File: src/rtl/lcd_bus_scheduler.sv
// lcd_bus_scheduler: sole owner of the character-LCD bus.
// Runs the LCD power-on init, then round-robins byte writes from A/B.
// Ports:
//   clk, reset (async, active-low)
//   a_valid/a_rs/a_data/a_ready : requester A (command/text)
//   b_valid/b_rs/b_data/b_ready : requester B (frame refresh)
//   lcd_data/lcd_rs/lcd_rw/lcd_en/lcd_rst : LCD pins
//   init_done : init finished; busy : not idle or not initialised
module lcd_bus_scheduler #(
    parameter int SETUP_CYC     = 1,
    parameter int EN_HIGH_CYC   = 4,
    parameter int HOLD_CYC      = 2,
    parameter int GAP_CYC       = 40,
    parameter int LONG_GAP_CYC  = 1600,
    parameter int INIT_WAIT_CYC = 1000
) (
    input  logic       clk,
    input  logic       reset,
    input  logic       a_valid,
    input  logic       a_rs,
    input  logic [7:0] a_data,
    output logic       a_ready,
    input  logic       b_valid,
    input  logic       b_rs,
    input  logic [7:0] b_data,
    output logic       b_ready,
    output logic [7:0] lcd_data,
    output logic       lcd_rs,
    output logic       lcd_rw,
    output logic       lcd_en,
    output logic       lcd_rst,
    output logic       init_done,
    output logic       busy
);

    function automatic int max2(input int x, input int y);
        return (x > y) ? x : y;
    endfunction

    localparam int MAXC = max2(max2(INIT_WAIT_CYC, LONG_GAP_CYC),
                               max2(max2(SETUP_CYC, EN_HIGH_CYC),
                                    max2(HOLD_CYC, GAP_CYC)));
    localparam int CW = $clog2(MAXC + 1);

    localparam logic [CW-1:0] WAIT_LAST  = CW'(INIT_WAIT_CYC - 1);
    localparam logic [CW-1:0] SETUP_LAST = CW'(SETUP_CYC - 1);
    localparam logic [CW-1:0] EN_LAST    = CW'(EN_HIGH_CYC - 1);
    localparam logic [CW-1:0] HOLD_LAST  = CW'(HOLD_CYC - 1);
    localparam logic [CW-1:0] GAP_LAST   = CW'(GAP_CYC - 1);
    localparam logic [CW-1:0] LGAP_LAST  = CW'(LONG_GAP_CYC - 1);

    localparam logic [2:0] RST_WAIT   = 3'd0;
    localparam logic [2:0] INIT_ISSUE = 3'd1;
    localparam logic [2:0] IDLE       = 3'd2;
    localparam logic [2:0] SETUP      = 3'd3;
    localparam logic [2:0] PULSE      = 3'd4;
    localparam logic [2:0] HOLD       = 3'd5;
    localparam logic [2:0] GAP        = 3'd6;

    logic [2:0]    state_q, state_d;
    logic [CW-1:0] cnt_q, cnt_d;
    logic [1:0]    init_idx_q, init_idx_d;
    logic          init_done_q, init_done_d;
    logic          lcd_rst_q, lcd_rst_d;
    logic          lcd_en_q, lcd_en_d;
    logic          lcd_rs_q, lcd_rs_d;
    logic [7:0]    lcd_data_q, lcd_data_d;
    logic          last_b_q, last_b_d;

    logic          idle;
    logic          grant_a;
    logic          grant_b;
    logic          long_gap;
    logic          phase_end;
    logic [CW-1:0] phase_last;
    logic [7:0]    init_byte;

    always_comb begin
        init_byte = 8'h01;
        case (init_idx_q)
            2'd0:    init_byte = 8'h38;
            2'd1:    init_byte = 8'h0C;
            2'd2:    init_byte = 8'h06;
            default: init_byte = 8'h01;
        endcase
    end

    // Clear and home need the slow controller path.
    assign long_gap = !lcd_rs_q &&
                      (lcd_data_q == 8'h01 || lcd_data_q == 8'h02);

    always_comb begin
        phase_last = '0;
        case (state_q)
            RST_WAIT: phase_last = WAIT_LAST;
            SETUP:    phase_last = SETUP_LAST;
            PULSE:    phase_last = EN_LAST;
            HOLD:     phase_last = HOLD_LAST;
            GAP:      phase_last = long_gap ? LGAP_LAST : GAP_LAST;
            default:  phase_last = '0;
        endcase
    end

    assign phase_end = (cnt_q == phase_last);

    // On contention the requester not served last wins.
    assign idle    = (state_q == IDLE) && init_done_q;
    assign grant_a = idle && a_valid && (!b_valid || last_b_q);
    assign grant_b = idle && b_valid && (!a_valid || !last_b_q);

    always_comb begin
        state_d     = state_q;
        cnt_d       = cnt_q + CW'(1);
        init_idx_d  = init_idx_q;
        init_done_d = init_done_q;
        lcd_rst_d   = lcd_rst_q;
        lcd_rs_d    = lcd_rs_q;
        lcd_data_d  = lcd_data_q;
        last_b_d    = last_b_q;
        unique case (state_q)
            RST_WAIT: begin
                if (phase_end) begin
                    lcd_rst_d = 1'b0;
                    state_d   = INIT_ISSUE;
                    cnt_d     = '0;
                end
            end
            INIT_ISSUE: begin
                lcd_data_d = init_byte;
                lcd_rs_d   = 1'b0;
                state_d    = SETUP;
                cnt_d      = '0;
            end
            IDLE: begin
                cnt_d = '0;
                if (grant_a) begin
                    lcd_data_d = a_data;
                    lcd_rs_d   = a_rs;
                    last_b_d   = 1'b0;
                    state_d    = SETUP;
                end else if (grant_b) begin
                    lcd_data_d = b_data;
                    lcd_rs_d   = b_rs;
                    last_b_d   = 1'b1;
                    state_d    = SETUP;
                end
            end
            SETUP: begin
                if (phase_end) begin
                    state_d = PULSE;
                    cnt_d   = '0;
                end
            end
            PULSE: begin
                if (phase_end) begin
                    state_d = HOLD;
                    cnt_d   = '0;
                end
            end
            HOLD: begin
                if (phase_end) begin
                    state_d = GAP;
                    cnt_d   = '0;
                end
            end
            GAP: begin
                if (phase_end) begin
                    cnt_d = '0;
                    if (init_done_q) begin
                        state_d = IDLE;
                    end else if (init_idx_q == 2'd3) begin
                        init_done_d = 1'b1;
                        state_d     = IDLE;
                    end else begin
                        init_idx_d = init_idx_q + 2'd1;
                        state_d    = INIT_ISSUE;
                    end
                end
            end
            default: begin
                state_d = RST_WAIT;
                cnt_d   = '0;
            end
        endcase
    end

    // EN is registered from the next state so it is glitch-free.
    assign lcd_en_d = (state_d == PULSE);

    always_ff @(posedge clk or negedge reset) begin
        if (!reset) begin
            state_q     <= RST_WAIT;
            cnt_q       <= '0;
            init_idx_q  <= 2'd0;
            init_done_q <= 1'b0;
            lcd_rst_q   <= 1'b1;
            lcd_en_q    <= 1'b0;
            lcd_rs_q    <= 1'b0;
            lcd_data_q  <= 8'h00;
            last_b_q    <= 1'b1;
        end else begin
            state_q     <= state_d;
            cnt_q       <= cnt_d;
            init_idx_q  <= init_idx_d;
            init_done_q <= init_done_d;
            lcd_rst_q   <= lcd_rst_d;
            lcd_en_q    <= lcd_en_d;
            lcd_rs_q    <= lcd_rs_d;
            lcd_data_q  <= lcd_data_d;
            last_b_q    <= last_b_d;
        end
    end

    assign a_ready   = grant_a;
    assign b_ready   = grant_b;
    assign lcd_data  = lcd_data_q;
    assign lcd_rs    = lcd_rs_q;
    assign lcd_rw    = 1'b0;
    assign lcd_en    = lcd_en_q;
    assign lcd_rst   = lcd_rst_q;
    assign init_done = init_done_q;
    assign busy      = !idle;

endmodule

File: config.mk
export PLATFORM = sky130hd
export DESIGN_NAME = lcd_bus_scheduler
export DESIGN_NICKNAME = d
export VERILOG_FILES = /design/src/rtl/lcd_bus_scheduler.sv
export SDC_FILE = /design/constraint.sdc
export NUM_CORES = 1
export LEC_CHECK = 0
export ABC_AREA = 1
export CAP_MARGIN = 20
export CORE_UTILIZATION = 29
export CTS_BUF_LIST = sky130_fd_sc_hd__clkbuf_4
export CTS_CLUSTER_DIAMETER = 80
export DETAILED_ROUTE_END_ITERATION = 10
export PLACE_DENSITY = 0.61
export SLEW_MARGIN = 40
export SYNTH_ARGS = -nofsm -noshare
export SYNTH_HDL_FRONTEND = slang
export SYNTH_SLANG_ARGS = --single-unit
File: constraint.sdc
create_clock -name clk -period 2.4 [get_ports clk]
set_input_delay 0.48 -clock clk [delete_from_list [all_inputs] [get_ports clk]]
set_output_delay 0.48 -clock clk [all_outputs]
set_load 0.005 [all_outputs]
======== After elaboration in Yosys (flattened, before gate mapping) ========
Cells that the tools add are included.
W data, S select, Z words.
storage, ports and cells
  register bits ........................... 29
  bits of input ports ..................... 22
operators by class
  add/sub/neg operators ................... 2
  eq/ne operators ......................... 14
  mux-type cells .......................... 25
  bitwise logic cells ..................... 2
  reductions and logical operators ........ 24
operators with widths
  kind                     count
  $pmux W11 S4             1
  $mux W11                 3
  $mux W3                  7
  $pmux W3 S7              1
  $pmux W6 S3              1
  $mux W8                  2
  $pmux W8 S2              1
  $eq A3 B3 Y1 const B     4
  $add A11 B1 Y11 const B  1
  $eq A11 B11 Y1           1
  $eq A8 B1 Y1 const B     1
  $eq A8 B2 Y1 const B     1
  $reduce_and A2 Y1        4
  $eq A3 B2 Y1 const B     2
  $logic_and A1 B1 Y1      6
  $mux W1                  6
  $logic_not A1 Y1         5
  $reduce_or A5 Y1         1
  $eq A2 B2 Y1 const B     2
  $mux W2                  2
  $reduce_and A4 Y1        1
  $reduce_bool A2 Y1       2
  $eq A3 B1 Y1 const B     1
  $logic_not A3 Y1         1
  7 further kinds          10

======== Logic depth before layout (Yosys ltp) ========
  depth in word-level cells ............... 9
  gate-level depth with buffers ........... 16

======== Least setup slack after synthesis ========
Ideal clock, no wire load.
  path type ............................... flip-flop to output port
  start point ............................. register state_q[2]
  end point ............................... output port a_ready
  data arrival time ....................... 1.424 ns
  required time ........................... 1.920 ns
  path slack .............................. 0.496 ns
  cell stages (with the launch flop) ...... 10
  buffers on the path ..................... 2
  cells stage by stage .................... dfrtp_1 -> inv_2 -> nand2_2 -> nor2_4 -> inv_2 -> nor2_2 -> nand3_1 -> buf_2 -> inv_2 -> buf_4
on the way
  cells in the longest elaborated chain, start to end .. 4
ends and longest elaborated chain
  what                               RTL line  source
  from (decl)                        60        logic [2:0] state_q, state_d;
  from (signal assigned)             202       state_q <= state_d;
  $eq A3 B2 Y1                       107       assign idle = (state_q == IDLE) && init_done_q;
  $logic_and A1 B1 Y1                107
  $logic_and A1 B1 Y1 (2 in series)  108       assign grant_a = idle && a_valid && (!b_valid || last_b_q);
  to (decl)                          22        output logic a_ready,
No other way between the ends.

======== Final worst setup path ========
Same ends and word-level chain as after synthesis.

==> flow_summary.ini <==
[run_status]
status = complete, no violations

[final_layout]
final_cell_area_mm2 = 0.00243
nets = 336
layout-drive-gt1-share_pct = 16.8
n_antenna_cell = 0
area_growth_pct = 29.7

[setup_path]
cp.required_ns = 1.92
reg2reg_from = state_q[1]
worstPathMaxFanout = 8
endpoint_kind = primary output
cp.arrival_ns = 1.84
startpoint = state_q[2]
reg2regPathDepth = 15
worstSetupStartpointType = flop
critPathKind = flop to primary output

[global_routing]
use_met3_pct = 3.19
gr-total-overflow = 0
grt_pass1_wl_mm = 7.72
grt-busiest-layer = met2
met2_usage_pct = 24.5
grt_pass1_vias = 1775
grt_usage_pct = 15.2
grt_max_degree = 30
antenna_found_initial = 0
grt_use_met1_pct = 19.1

[placement]
portBuffers = 36
finalWeightedCongestion = 0.813
place_area_mm2 = 0.00233
hpwlAfterDp_mm = 3.48

[yosys]
yosysWarnings = 0
synthAdderAreaFrac_pct = 3.33
netlist_top_cells_count = nand2_1, nor2_1, dfrtp_1, inv_1, nand3_1
synth_edf_count = 0
ys.flop_type = dfrtp_1
synth-xor-area-share_pct = 1.87
syn_avg_cell_area_um2 = 7.16
synth.largest_area_cell = dfrtp_1
synth_most_common_cell = nand2_1
async_flop_share_pct = 100
synth_area_mm2 = 0.00188
ys_ff_latch = 29
synth.distinct_cells = 33
synth_top_family_by_area = simple AND/OR/NAND/NOR gates
yosysSeqAreaShare_pct = 38.8
synth_compound_area_share_pct = 9.53
synth_top_area_share_pct = 36.0
synth.area.top_cells = dfrtp_1, nand2_1, nor2_1
syn_inst = 262
synth-simple-area-share_pct = 37.9
syn_nets = 289
synthMuxAreaShare_pct = 0

[timing]
finalSetupViolCount = 0
fin_skew_ns = 0.00668
max_freq_ghz = 0.431
period_needed_ns = 2.32
fin_crit_sh_pct = 96.6
slew-limit-headroom_pct = 64.9
report.final.slew_viol_count = 0
hold_viol = 0
worst_pin_slew_ns = 0.521
rsz0062_at_grt = true

[cts]
cts_buffers = 5
cts_root_buf = clkbuf_4
cts_tree = yes
cts_buffer_depth = 2
insertion_delay_ns = 0.33
cts_max_level = 2
hold_buffers = 0
clk_pin_slew_worst_paths_ns = 0.09
clkSinkCount = 29

[floorplan]
rows = 28
core_mm2 = 0.00610
initial_core_util_pct = 30.8
die_area_mm2 = 0.00680
io_pins = 38
die_w_um = 82.4
die_h_um = 82.4

[run]
max_cap_violations = 0

[worst_hold_path]
hold_path_startpoint = lcd_rst
hp-class = flop to flop
holdPathStages = 2

[detailed_routing]
drc = 0
totalWireLength_mm = 4.57
vias = 1775
drtPass1Iterations = 4
viasPerCell = 4.61
drtIter0Drc = 55
drtAntennaViolNets = 0
avgRoutedWirePerCell_um = 11.9

[power]
cellPowerDensity_mw_per_mm2 = 337
leakagePower_nw = 1.19
finalPower_w = 0.000820
peakVddDrop_mv = 0.127
==> metal layers <==
layer / vias to the layer above / routed length (um)
met5: - / 0
met4: 0 / 122
met3: 10 / 110
met2: 23 / 2100
met1: 819 / 2230
li1: 923 / -
==> worst max-delay path, cell delays in order, from the launching register on <==
cell and delay, ns:
dfrtp_1 0.40, inv_2 0.09, nand2_4 0.08, nor2_4 0.12
inv_4 0.07, nor2_4 0.11, nand3_2 0.09, inv_2 0.07
clkdlybuf4s50_1 0.49
==> flip-flops by register name, summed over array words and instances, names as in the netlist <==
name	cells
lcd_data	8
state_q	3
lcd_en	1
last_b_q	1
cnt_q	11
init_done	1
lcd_rst	1
lcd_rs	1
init_idx_q	2
==> cells by family after synthesis <==
family / Yosys count
compound gates: 31
xor+xnor: 4
fa+ha+maj: 5
buf+inv: 37
flops: 29
other cells: 1
simple gates: 155
==> placed cells by master, fill, tap and decap left out, types with 3 or more instances in the layout <==
master           synthesis  final
dfrtp_1                 27     25
nor3_1                   5      5
nand2_1                 61     61
o22ai_1                  3      3
nand3_2                  3      4
nand3_1                 15     14
xor2_1                   3      3
ha_1                     5      5
clkbuf_4                 0      5
o21ai_1                  7      7
nand2_2                  7      6
nor2_4                   3      4
inv_2                   10      8
o21ai_0                  5      5
clkdlybuf4s50_1          0     35
inv_1                   22     22
buf_4                    2      9
a21oi_1                 12     12
nor2_2                   6      5
nor2_1                  46     46
==> final timing paths <==
path | to | slack, ns
setup / recovery | a_ready | 0.08
hold / removal | lcd_rst | 0.45
setup reg to reg | init_idx_q[1] | 0.26
hold reg to reg | lcd_rst | 0.45
max in group asynchronous | last_b_q | 1.55
min in group asynchronous | lcd_data[6] | 0.53
==> report_power, final <==
| group | internal, W | total, W | switching, W |
|---|---|---|---|
| Combinational | 0.0000320 | 0.0000492 | 0.0000172 |
| Clock | 0.000106 | 0.000282 | 0.000176 |
| Sequential | 0.000488 | 0.000488 | 0 |
==> timing repair <==
action,4_1_cts,5_1_grt
setup buffers,3,1
setup endpoints to repair,2,3
pin swaps,1,1
resized for setup,4,4
==> area by class of cell <==
class | instances | area (um^2)
Clock buffer | 5 | 37.5
Fill cell | 659 | 3660
Timing Repair Buffer | 45 | 427
Clock inverter | 3 | 12.5
Tap cell | 75 | 93.8
Inverter | 32 | 125
Multi-Input combinational cell | 196 | 1010
Sequential cell | 29 | 731
==> per-stage QoR <==
step / hold WS, ns / utilization, % / cells / setup WS, ns / setup TNS [ns]
3_5_place_dp: 0.439 / 38.3 / 373 / 0.128 / 0
3_3_place_gp: 0.437 / 38.3 / 373 / 0.171 / 0
4_1_cts: 0.455 / 39.6 / 384 / 0.0105 / 0
2_1_floorplan: 0.184 / - / 262 / 0.496 / 0
6_report: 0.453 / 39.9 / 385 / 0.0824 / 0
5_1_grt: 0.494 / 39.9 / 385 / -0.00741 / -0.00837
Power figures use the tool's default switching activity.
